**src/rtl/maquina_pkg.sv**
```systemverilog
// Shared definitions for the multi-drink vending machine.
//   estado_t      : controller states; the encoding is the externally visible
//                   'out' state code.
//   MONEDA_*      : credit value of each coin type.
//   valor_moneda  : maps the 2-bit coin type to its credit value.
package maquina_pkg;

  typedef enum logic [2:0] {
    REPOSO   = 3'b000,
    CREDITO  = 3'b001,
    VALIDAR  = 3'b010,
    SERVIR   = 3'b011,
    CAMBIO   = 3'b100,
    DEVOLVER = 3'b101
  } estado_t;

  localparam logic [3:0] MONEDA_1  = 4'd1;
  localparam logic [3:0] MONEDA_2  = 4'd2;
  localparam logic [3:0] MONEDA_5  = 4'd5;
  localparam logic [3:0] MONEDA_10 = 4'd10;

  function automatic logic [3:0] valor_moneda(input logic [1:0] tipo);
    logic [3:0] v;
    case (tipo)
      2'd0:    v = MONEDA_1;
      2'd1:    v = MONEDA_2;
      2'd2:    v = MONEDA_5;
      default: v = MONEDA_10;
    endcase
    return v;
  endfunction

endpackage

```
**src/rtl/temporizador_servicio.sv**
```systemverilog
// Dispense timer: loadable down counter.
//   clk, rst  : clock, asynchronous active-high reset
//   cargar_i  : load the counter with CICLOS (start of dispensing)
//   activo_o  : high while the counter is non-zero (dispense output)
//   fin_o     : high during the last active cycle
module temporizador_servicio #(
  parameter int unsigned CICLOS = 16
) (
  input  logic clk,
  input  logic rst,
  input  logic cargar_i,
  output logic activo_o,
  output logic fin_o
);

  localparam int unsigned CNT_W = $clog2(CICLOS + 1);

  logic [CNT_W-1:0] cuenta_q, cuenta_d;

  always_comb begin
    cuenta_d = cuenta_q;
    if (cargar_i) begin
      cuenta_d = CNT_W'(CICLOS);
    end else if (cuenta_q != '0) begin
      cuenta_d = cuenta_q - CNT_W'(1);
    end
  end

  always_ff @(posedge clk or posedge rst) begin
    if (rst) begin
      cuenta_q <= '0;
    end else begin
      cuenta_q <= cuenta_d;
    end
  end

  assign activo_o = (cuenta_q != '0);
  assign fin_o    = (cuenta_q == CNT_W'(1));

endmodule

```
**src/rtl/maquina_bebidas_multi.sv**
```systemverilog
// Multi-drink vending machine controller.
//   clk, rst       : clock, asynchronous active-high reset
//   hm, tm         : coin pulse and coin type (1/2/5/10 credit units)
//   ha, hc         : water available, per-drink supply available (levels)
//   bp, bb         : selection pulse and drink index
//   cancelar       : cancel pulse (honoured only while holding credit)
//   precio         : flat price table, drink i at [i*CREDIT_W +: CREDIT_W]
//   out            : current state code
//   credito        : accumulated credit
//   sirviendo      : dispense output
//   cambio_valid   : one-cycle change pulse, amount on cambio
//   moneda_rechazo : one-cycle pulse, coin returned unaccepted
module maquina_bebidas_multi
  import maquina_pkg::*;
#(
  parameter int unsigned N_BEBIDAS    = 4,
  parameter int unsigned CREDIT_W     = 8,
  parameter int unsigned DISPENSE_CYC = 16
) (
  input  logic                            clk,
  input  logic                            rst,
  input  logic                            hm,
  input  logic [1:0]                      tm,
  input  logic                            ha,
  input  logic [N_BEBIDAS-1:0]            hc,
  input  logic                            bp,
  input  logic [$clog2(N_BEBIDAS)-1:0]    bb,
  input  logic                            cancelar,
  input  logic [N_BEBIDAS*CREDIT_W-1:0]   precio,
  output logic [2:0]                      out,
  output logic [CREDIT_W-1:0]             credito,
  output logic                            sirviendo,
  output logic                            cambio_valid,
  output logic [CREDIT_W-1:0]             cambio,
  output logic                            moneda_rechazo
);

  localparam int unsigned SEL_W = $clog2(N_BEBIDAS);

  estado_t             estado_q, estado_d;
  logic [CREDIT_W-1:0] credito_q, credito_d;
  logic [SEL_W-1:0]    sel_q, sel_d;
  logic                rechazo_q, rechazo_d;

  logic                cargar;
  logic                serv_activo;
  logic                serv_fin;

  // One extra bit so an overflowing coin is visible before it is stored.
  logic [CREDIT_W:0]   suma;
  logic                desborde;
  logic [CREDIT_W-1:0] resto;

  logic [CREDIT_W-1:0] precio_sel;
  logic                hc_sel;
  logic                sel_valida;

  assign suma     = {1'b0, credito_q} + (CREDIT_W + 1)'(valor_moneda(tm));
  assign desborde = suma[CREDIT_W];
  assign resto    = credito_q - precio_sel;

  // Decode the latched selection; an index with no matching drink leaves
  // sel_valida low, so hc/precio are never read out of range.
  always_comb begin
    precio_sel = '0;
    hc_sel     = 1'b0;
    sel_valida = 1'b0;
    for (int unsigned i = 0; i < N_BEBIDAS; i++) begin
      if (sel_q == SEL_W'(i)) begin
        precio_sel = precio[i*CREDIT_W +: CREDIT_W];
        hc_sel     = hc[i];
        sel_valida = 1'b1;
      end
    end
  end

  always_comb begin
    estado_d  = estado_q;
    credito_d = credito_q;
    sel_d     = sel_q;
    rechazo_d = 1'b0;
    cargar    = 1'b0;
    case (estado_q)
      REPOSO: begin
        if (hm) begin
          if (desborde) begin
            rechazo_d = 1'b1;
          end else begin
            credito_d = suma[CREDIT_W-1:0];
            estado_d  = CREDITO;
          end
        end
      end
      CREDITO: begin
        // cancelar > hm > bp; a coin arriving with cancel is handed back.
        if (cancelar) begin
          estado_d  = DEVOLVER;
          rechazo_d = hm;
        end else if (hm) begin
          if (desborde) begin
            rechazo_d = 1'b1;
          end else begin
            credito_d = suma[CREDIT_W-1:0];
          end
        end else if (bp) begin
          sel_d    = bb;
          estado_d = VALIDAR;
        end
      end
      VALIDAR: begin
        rechazo_d = hm;
        if (!sel_valida) begin
          estado_d = CREDITO;
        end else if (!ha || !hc_sel) begin
          estado_d = DEVOLVER;
        end else if (credito_q < precio_sel) begin
          estado_d = CREDITO;
        end else begin
          estado_d = SERVIR;
          cargar   = 1'b1;
        end
      end
      SERVIR: begin
        rechazo_d = hm;
        if (serv_fin) begin
          credito_d = resto;
          estado_d  = (resto != '0) ? CAMBIO : REPOSO;
        end
      end
      CAMBIO, DEVOLVER: begin
        rechazo_d = hm;
        credito_d = '0;
        estado_d  = REPOSO;
      end
      default: begin
        estado_d  = REPOSO;
        credito_d = '0;
      end
    endcase
  end

  always_ff @(posedge clk or posedge rst) begin
    if (rst) begin
      estado_q  <= REPOSO;
      credito_q <= '0;
      sel_q     <= '0;
      rechazo_q <= 1'b0;
    end else begin
      estado_q  <= estado_d;
      credito_q <= credito_d;
      sel_q     <= sel_d;
      rechazo_q <= rechazo_d;
    end
  end

  temporizador_servicio #(
    .CICLOS (DISPENSE_CYC)
  ) u_temporizador (
    .clk      (clk),
    .rst      (rst),
    .cargar_i (cargar),
    .activo_o (serv_activo),
    .fin_o    (serv_fin)
  );

  // Change is presented straight from the state register so that reset
  // silences it in the same instant.
  assign out            = estado_q;
  assign credito        = credito_q;
  assign sirviendo      = serv_activo;
  assign cambio_valid   = (estado_q == CAMBIO) || (estado_q == DEVOLVER);
  assign cambio         = cambio_valid ? credito_q : '0;
  assign moneda_rechazo = rechazo_q;

endmodule

```
**config.mk**
```make
export PLATFORM = sky130hd
export DESIGN_NAME = maquina_bebidas_multi
export DESIGN_NICKNAME = d
export VERILOG_FILES = /design/src/rtl/maquina_pkg.sv /design/src/rtl/temporizador_servicio.sv /design/src/rtl/maquina_bebidas_multi.sv
export SDC_FILE = /design/constraint.sdc
export NUM_CORES = 1
export LEC_CHECK = 0
export CORE_MARGIN = 1
export CORE_UTILIZATION = 57
export CTS_CLUSTER_DIAMETER = 100
export DETAILED_ROUTE_END_ITERATION = 8
export DONT_BUFFER_PORTS = 1
export GPL_TIMING_DRIVEN = 0
export PLACE_DENSITY = 0.74
export RECOVER_POWER = 50
export SYNTH_ARGS = -nofsm -noshare
export SYNTH_HDL_FRONTEND = slang
export SYNTH_SLANG_ARGS = --single-unit
```
**constraint.sdc**
```tcl
create_clock -name clk -period 2.4 [get_ports clk]
set_input_delay 0.24 -clock clk [delete_from_list [all_inputs] [get_ports clk]]
set_output_delay 0.24 -clock clk [all_outputs]
set_load 0.05 [all_outputs]
```
==> results.toml <==
[outcome]
outcome = "finished, violations left"
violations = "negative setup slack"

[logic_synthesis]
synth_edf_count = 0
synthCells = 212
synth_ff_type = "dfrtp_1"
avgSynthCellArea_um2 = 8.85
ys_seq_area_frac = 0.254
synthTopCellsByCount = "22 x nand2_1, 19 x dfrtp_1, 18 x inv_1, 18 x nor2_1, 15 x ha_1"
synth_top_area_share = 0.254
yosysUniqueCellTypes = 48
synth.net_count = 275
synth_area_um2 = 1880
yosys.area.top_type = "dfrtp_1"
yosys_warnings = 0
synth.area.top_cells = "dfrtp_1 25%, mux4_2 11%, ha_1 10%, nand2_1 4.4%, inv_1 3.6%"
async_flop_share = 1.00
synth.most_common_cell = "nand2_1"
ys_seq_elements = 19

[die]
start_util = 0.609
rows = 20
die-area_um2 = 3520
die_h_um = 59.4
fp.dieW_um = 59.4
io-pin-count = 68
core_area_um2 = 3080

[global_route]
antenna_found_initial = 0
grt.overflow.total = 0
grt_max_degree = 20
grt_pass1_wl_um = 7020
grt_usage = 0.265
grt_pass1_vias = 1602

[placement]
io_buffers = 0
place.gp.congestion = 0.830
detailed_place.area_um2 = 1970
place_inst = 256
hpwl_um = 3360

[timing]
hold_viol_final = 0
fin_tns_setup_ns = -2.21
drv_slew = 0
setup_viol = 10
worst_pin_slew_ns = 0.759
clock_skew_ns = 0.00867
setup_ws_ns = -0.310
timing.final.crit_share = 1.13
whs_ns = 0.0340
rsz0062_at_grt = "yes"
fin_crit_ns = 2.71
max_slew_margin = 0.494
fmax_ghz = 0.369

[cells_and_area]
syn2layout_area_growth_pct = 18.7
layout-drive-gt1-share = 0.327
layout.nets = 287
regArea_um2 = 483
stdcell_area_um2 = 2230
instances_no_fill = 267
antenna_cells = 0
multi_input_area_um2 = 1480
n_fill_cell = 252

[detailed_routing]
ant_nets = 0
wl_per_cell_um = 16.4
vias_per_cell = 6.19
wl_um = 4380
drc = 0
first_iter_violations = 74
vias = 1653
dr.pass1.iters = 4

[flow_run]
maxCapViolCount = 0

[clock_tree]
cts_root_buffer = "clkbuf_4"
cts-buffers-inserted = 3
cts_tree = "done"
clock_latency_ns = 0.31
h-tree-depth = 1
path_clk_slew_ns = 0.12
clock-sinks = 19
cts.path.max_buffers = 2

[pwr]
p_switching_w = 0.00202
p_leak_nw = 0.958
pwr_density_cell_nw_per_um2 = 1690
power_frac_comb = 0.696
clockPowerShare = 0.045
p_int_w = 0.00175
seq_power_share = 0.259
p_sw_frac = 0.536
vdd_drop_max_v = 0.000960

[worst_hold_path]
min_path_type = "input port to flip-flop"
holdPathStages = 2

[worst_setup_path]
cp-start-kind = "flip-flop"
endpoint_kind = "flip-flop"
critPathRequiredTime_ns = 2.59
r2r_cells = 10
cp_data_arrival_time_ns = 2.90
critPathKind = "flip-flop to flip-flop"
crit_fanout = 5
==> per-layer routing <==
layer  wire (µm)  vias up  GRT usage  share of wire
li1            -      794          -              -
met1        1830      758      0.341           0.42
met2        2070       88      0.440           0.47
met3         386       13     0.0590          0.088
met4          95        0     0.0884          0.022
met5           0        -          0              0
==> layout by cell type (no fill, tap or decap), types with 4 or more instances in the layout <==
master and n:
nand2_1 22, ha_4 5, dfrtp_1 15, nor2b_1 4, a21oi_1 8, buf_4 4, o21ai_1 7, nand3_1 4
ha_1 10, inv_1 16, nor3_1 6, mux4_2 9, nor2_1 15, o21ai_0 4, and2_2 8, mux2_2 4
==> layout make-up <==
type / count / share of cell area
multi-input combinational: 168 / 0.663
sequential: 19 / 0.217
timing repair buffer: 7 / 0.0320
inverter: 18 / 0.0303
tap: 44 / 0.0247
buffer: 7 / 0.0213
clock buffer: 4 / 0.0118
==> repair_timing <==
action,CTS,global route
hold endpoints to repair,19,0
pin swaps,2,8
setup endpoints to repair,24,24
setup buffers,4,2
hold buffers,1,0
gates resized for setup,17,28
==> state kept, by name (all words and copies together) (netlist names) <==
signal,flops
moneda_rechazo,1
credito,8
u_temporizador.cuenta_q,5
sel_q,2
out,3
==> kinds of logic after synthesis <==
| group | after synthesis | synth area share |
|---|---|---|
| adder cells (fa/ha/maj) | 17 | 0.121 |
| buffers and inverters | 25 | 0.0587 |
| AO/OA/AOI/OAI | 52 | 0.191 |
| flip-flops | 19 | 0.254 |
| XOR/XNOR | 6 | 0.0280 |
| AND/OR/NAND/NOR | 79 | 0.209 |
| multiplexers | 14 | 0.137 |
==> metrics by stage <==
stage	utilization	setup slack, ns	power (W)
after floorplan	-	-0.114	0.00274
after global placement	0.639	-0.331	0.00304
after detailed placement	0.639	-0.348	0.00313
after CTS	0.679	-0.303	0.00348
after global routing	0.724	-0.381	0.00407
final	0.724	-0.310	0.00377
==> critical path, stage by stage, from the launching register on <==
cell	delay [ns]
dfrtp_1	0.36
buf_6	0.13
mux4_2	0.54
ha_4	0.18
fa_2	0.34
nand2b_4	0.16
a211oi_4	0.26
o31ai_2	0.10
o311ai_2	0.10
a21oi_1	0.13
o31a_1	0.30
==> final timing paths <==
kind | start | slack [ns] | end
worst max-delay path | sel_q[0] | -0.31 | out[2]
worst min-delay path | hm | 0.03 | moneda_rechazo
worst max register to register | sel_q[0] | -0.31 | out[2]
worst min register to register | u_temporizador.cuenta_q[4] | 0.53 | u_temporizador.cuenta_q[4]
max in group asynchronous | rst | 1.34 | credito[2]
min in group asynchronous | rst | 0.51 | sel_q[0]
==> power groups by stage <==
| stage | sequential [W] | combinational [W] | clock (W) |
|---|---|---|---|
| after floorplan | 0.000903 | 0.00184 | 0 |
| after global placement | 0.000948 | 0.00209 | 0 |
| after detailed placement | 0.000955 | 0.00217 | 0 |
| after CTS | 0.000949 | 0.00235 | 0.000173 |
| after global routing | 0.00100 | 0.00289 | 0.000187 |
| final | 0.000976 | 0.00263 | 0.000170 |
Power figures use the tool's default switching activity.
==> RTL edit, RTL diff (config.mk and constraints unchanged) <==
Reset style: synchronous (`rst`), changed in 2 clocked blocks. Comments in the files are not updated.
--- a/src/rtl/temporizador_servicio.sv
+++ b/src/rtl/temporizador_servicio.sv
@@ -26,7 +26,7 @@
     end
   end
 
-  always_ff @(posedge clk or posedge rst) begin
+  always_ff @(posedge clk) begin
     if (rst) begin
       cuenta_q <= '0;
     end else begin
--- a/src/rtl/maquina_bebidas_multi.sv
+++ b/src/rtl/maquina_bebidas_multi.sv
@@ -139,7 +139,7 @@
     endcase
   end
 
-  always_ff @(posedge clk or posedge rst) begin
+  always_ff @(posedge clk) begin
     if (rst) begin
       estado_q  <= REPOSO;
       credito_q <= '0;
Function: differs if rst is asserted again (counterexample within 4 cycles, from zero or initial values and one cycle with rst high); with rst held inactive, the same outputs for 4 cycles.
==> RTL edit against the original RTL <==
The flow still finishes with violations (setup timing); critical path depth shrank 1; sequential cell count unchanged; routed wire length increased by 5.9%; design area increased by 2.6%; die area fell by 1.5%; synthesized area decreased by 1.5%; synthesized cell count rose by 4.2%; worst setup slack better by 0.11 ns; critical endpoint is now credito[6]$_SDFFE_PP0P_.
Power is not compared: it rests on default switching activity, and its combinational part moved more than twofold at a synthesized area within 25%.
==> RTL edit: results (changes against the original RTL) <==
[hold_path]
hold_depth = 1  ; -1
min-delay-start = rst
holdPathEnd = credito[4]$_SDFFE_PP0P_

[place]
dp_hpwl_mm = 3.42  ; +1.7%
placed_cell_area_um2 = 1960  ; -0.32%
place_inst = 265  ; +3.5%
gp_congestion = 0.804  ; -3.1%
dp_slack_ns = -0.347  ; +0.00110 ns

[critical_path]
worstPathArrival_ns = 2.86  ; -0.04 ns
r2r_cells = 9  ; -1
crit_family = simple AND/OR/NAND/NOR gates
startpoint = sel_q[0]$_SDFFE_PP0P_
crit_path_end = credito[6]$_SDFFE_PP0P_
path_max_fanout = 5  ; unchanged

[global_routing]
grt_max_degree = 13  ; -35%
grt_use_total_pct = 26.7  ; +0.21 points
grt_pass1_wl_mm = 7.00  ; -0.30%
grt_pass1_vias = 1591  ; -0.69%

[timing]
fin_setup_tns_ns = -2.65  ; -0.435 ns
finalClockSkew_ns = 0.00716  ; -0.00151 ns
holdWs_ns = 0.0256  ; -0.00832 ns
fin_ws_ns = -0.199  ; +0.112 ns
timing.slew.headroom_pct = 42.6  ; -6.7 points
setup_viol = 23  ; +13

[final_layout]
n_fill_cell = 236  ; -6.3%
largest_register_ffs = 8  ; unchanged
area_growth_pct = 23.7
drive_gt1_share_pct = 32.8  ; +0.038 points
final_nets = 302  ; +5.2%
final_common_cell = nor2_1
diodes = 0  ; unchanged

[synthesis]
synthCells = 221  ; +4.2%
yosysSeqAreaShare_pct = 20.6  ; -4.8 points
synth_commonest_cells = 23 x nor2_1, 19 x dfxtp_1, 17 x inv_1, 17 x nand2_1, 16 x a21oi_1
synth_ff_type = dfxtp_1
synth_area_leaders = dfxtp_1 21%, ha_1 10%, mux4_2 8.5%, nor2_1 4.7%, a21oi_1 4.3%
synth.distinct_cells = 47  ; -2.1%
syn-num-nets = 284  ; +3.3%
ys_async_sr_fraction_pct = 0  ; -100 points

[drt]
num_vias = 1746  ; +5.6%
viasPerCell = 6.19  ; about the same
first_iter_violations = 150  ; +100%
wire_per_inst_um = 16.5  ; +0.25%

[power_and_ir_drop]
leakage_nw = 0.874

[outcome]
outcome = finished, violations left
violations = setup timing

[clock_tree]
clkTransAtPathRegs_ns = 0.13
htree_levels = 1  ; unchanged

[RTL edit: cell types whose count changed in the layout (fill, tap and decap cells not counted), moves of 3 or more]
cell	delta
nand2_1	-5
buf_4	+7
and3_1	+3
xnor2_1	+4
a21oi_1	+6
o32ai_2	+3
o21ai_1	-6
dfrtp_2	-3
dfxtp_4	+3
dfrtp_1	-15
mux2_2	-4
nor2_1	+4
clkbuf_1	+3
dfxtp_1	+15
[RTL edit: timing repair]
item / CTS / global route
setup buffers: 11 / 1
pin swaps: 10 / 14
endpoints found under the setup margin: 24 / 23
cloned: 0 / 1
resized for setup: 25 / 31
hold endpoints to repair: 0 / 1
hold buffers: 0 / 1
[RTL edit: metal layers]
metal  global-route usage, %  wire (um)  vias to the layer above
li1                        -          -                      848
met2                    44.2       2170                       94
met4                    6.12         61                        0
met5                       0          0                        -
met1                    37.2       2050                      798
met3                    3.52        361                        6
[RTL edit: power by group]
part           internal (mW)  switching [mW]  leakage, nW
Sequential             0.379           0.143        0.158
Combinational          0.352           0.464        0.702
Clock                 0.0637           0.119       0.0139
[RTL edit: kinds of logic after synthesis]
kind of cell	after synthesis	synth area share [%]
AND/OR/NAND/NOR	82	22.2
adder cells (fa/ha/maj)	17	12.3
AO/OA/AOI/OAI	57	21.8
buffers and inverters	26	6.30
multiplexers	11	12.5
flip-flops	19	20.6
XOR/XNOR	9	4.27
[RTL edit: cell type report]
type	count	area share, %
multi-input combinational	176	69.3
sequential	19	17.2
timing repair buffer	14	5.04
inverter	17	2.79
tap	44	2.41
buffer	8	1.92
clock buffer	3	0.986
clock inverter	1	0.329
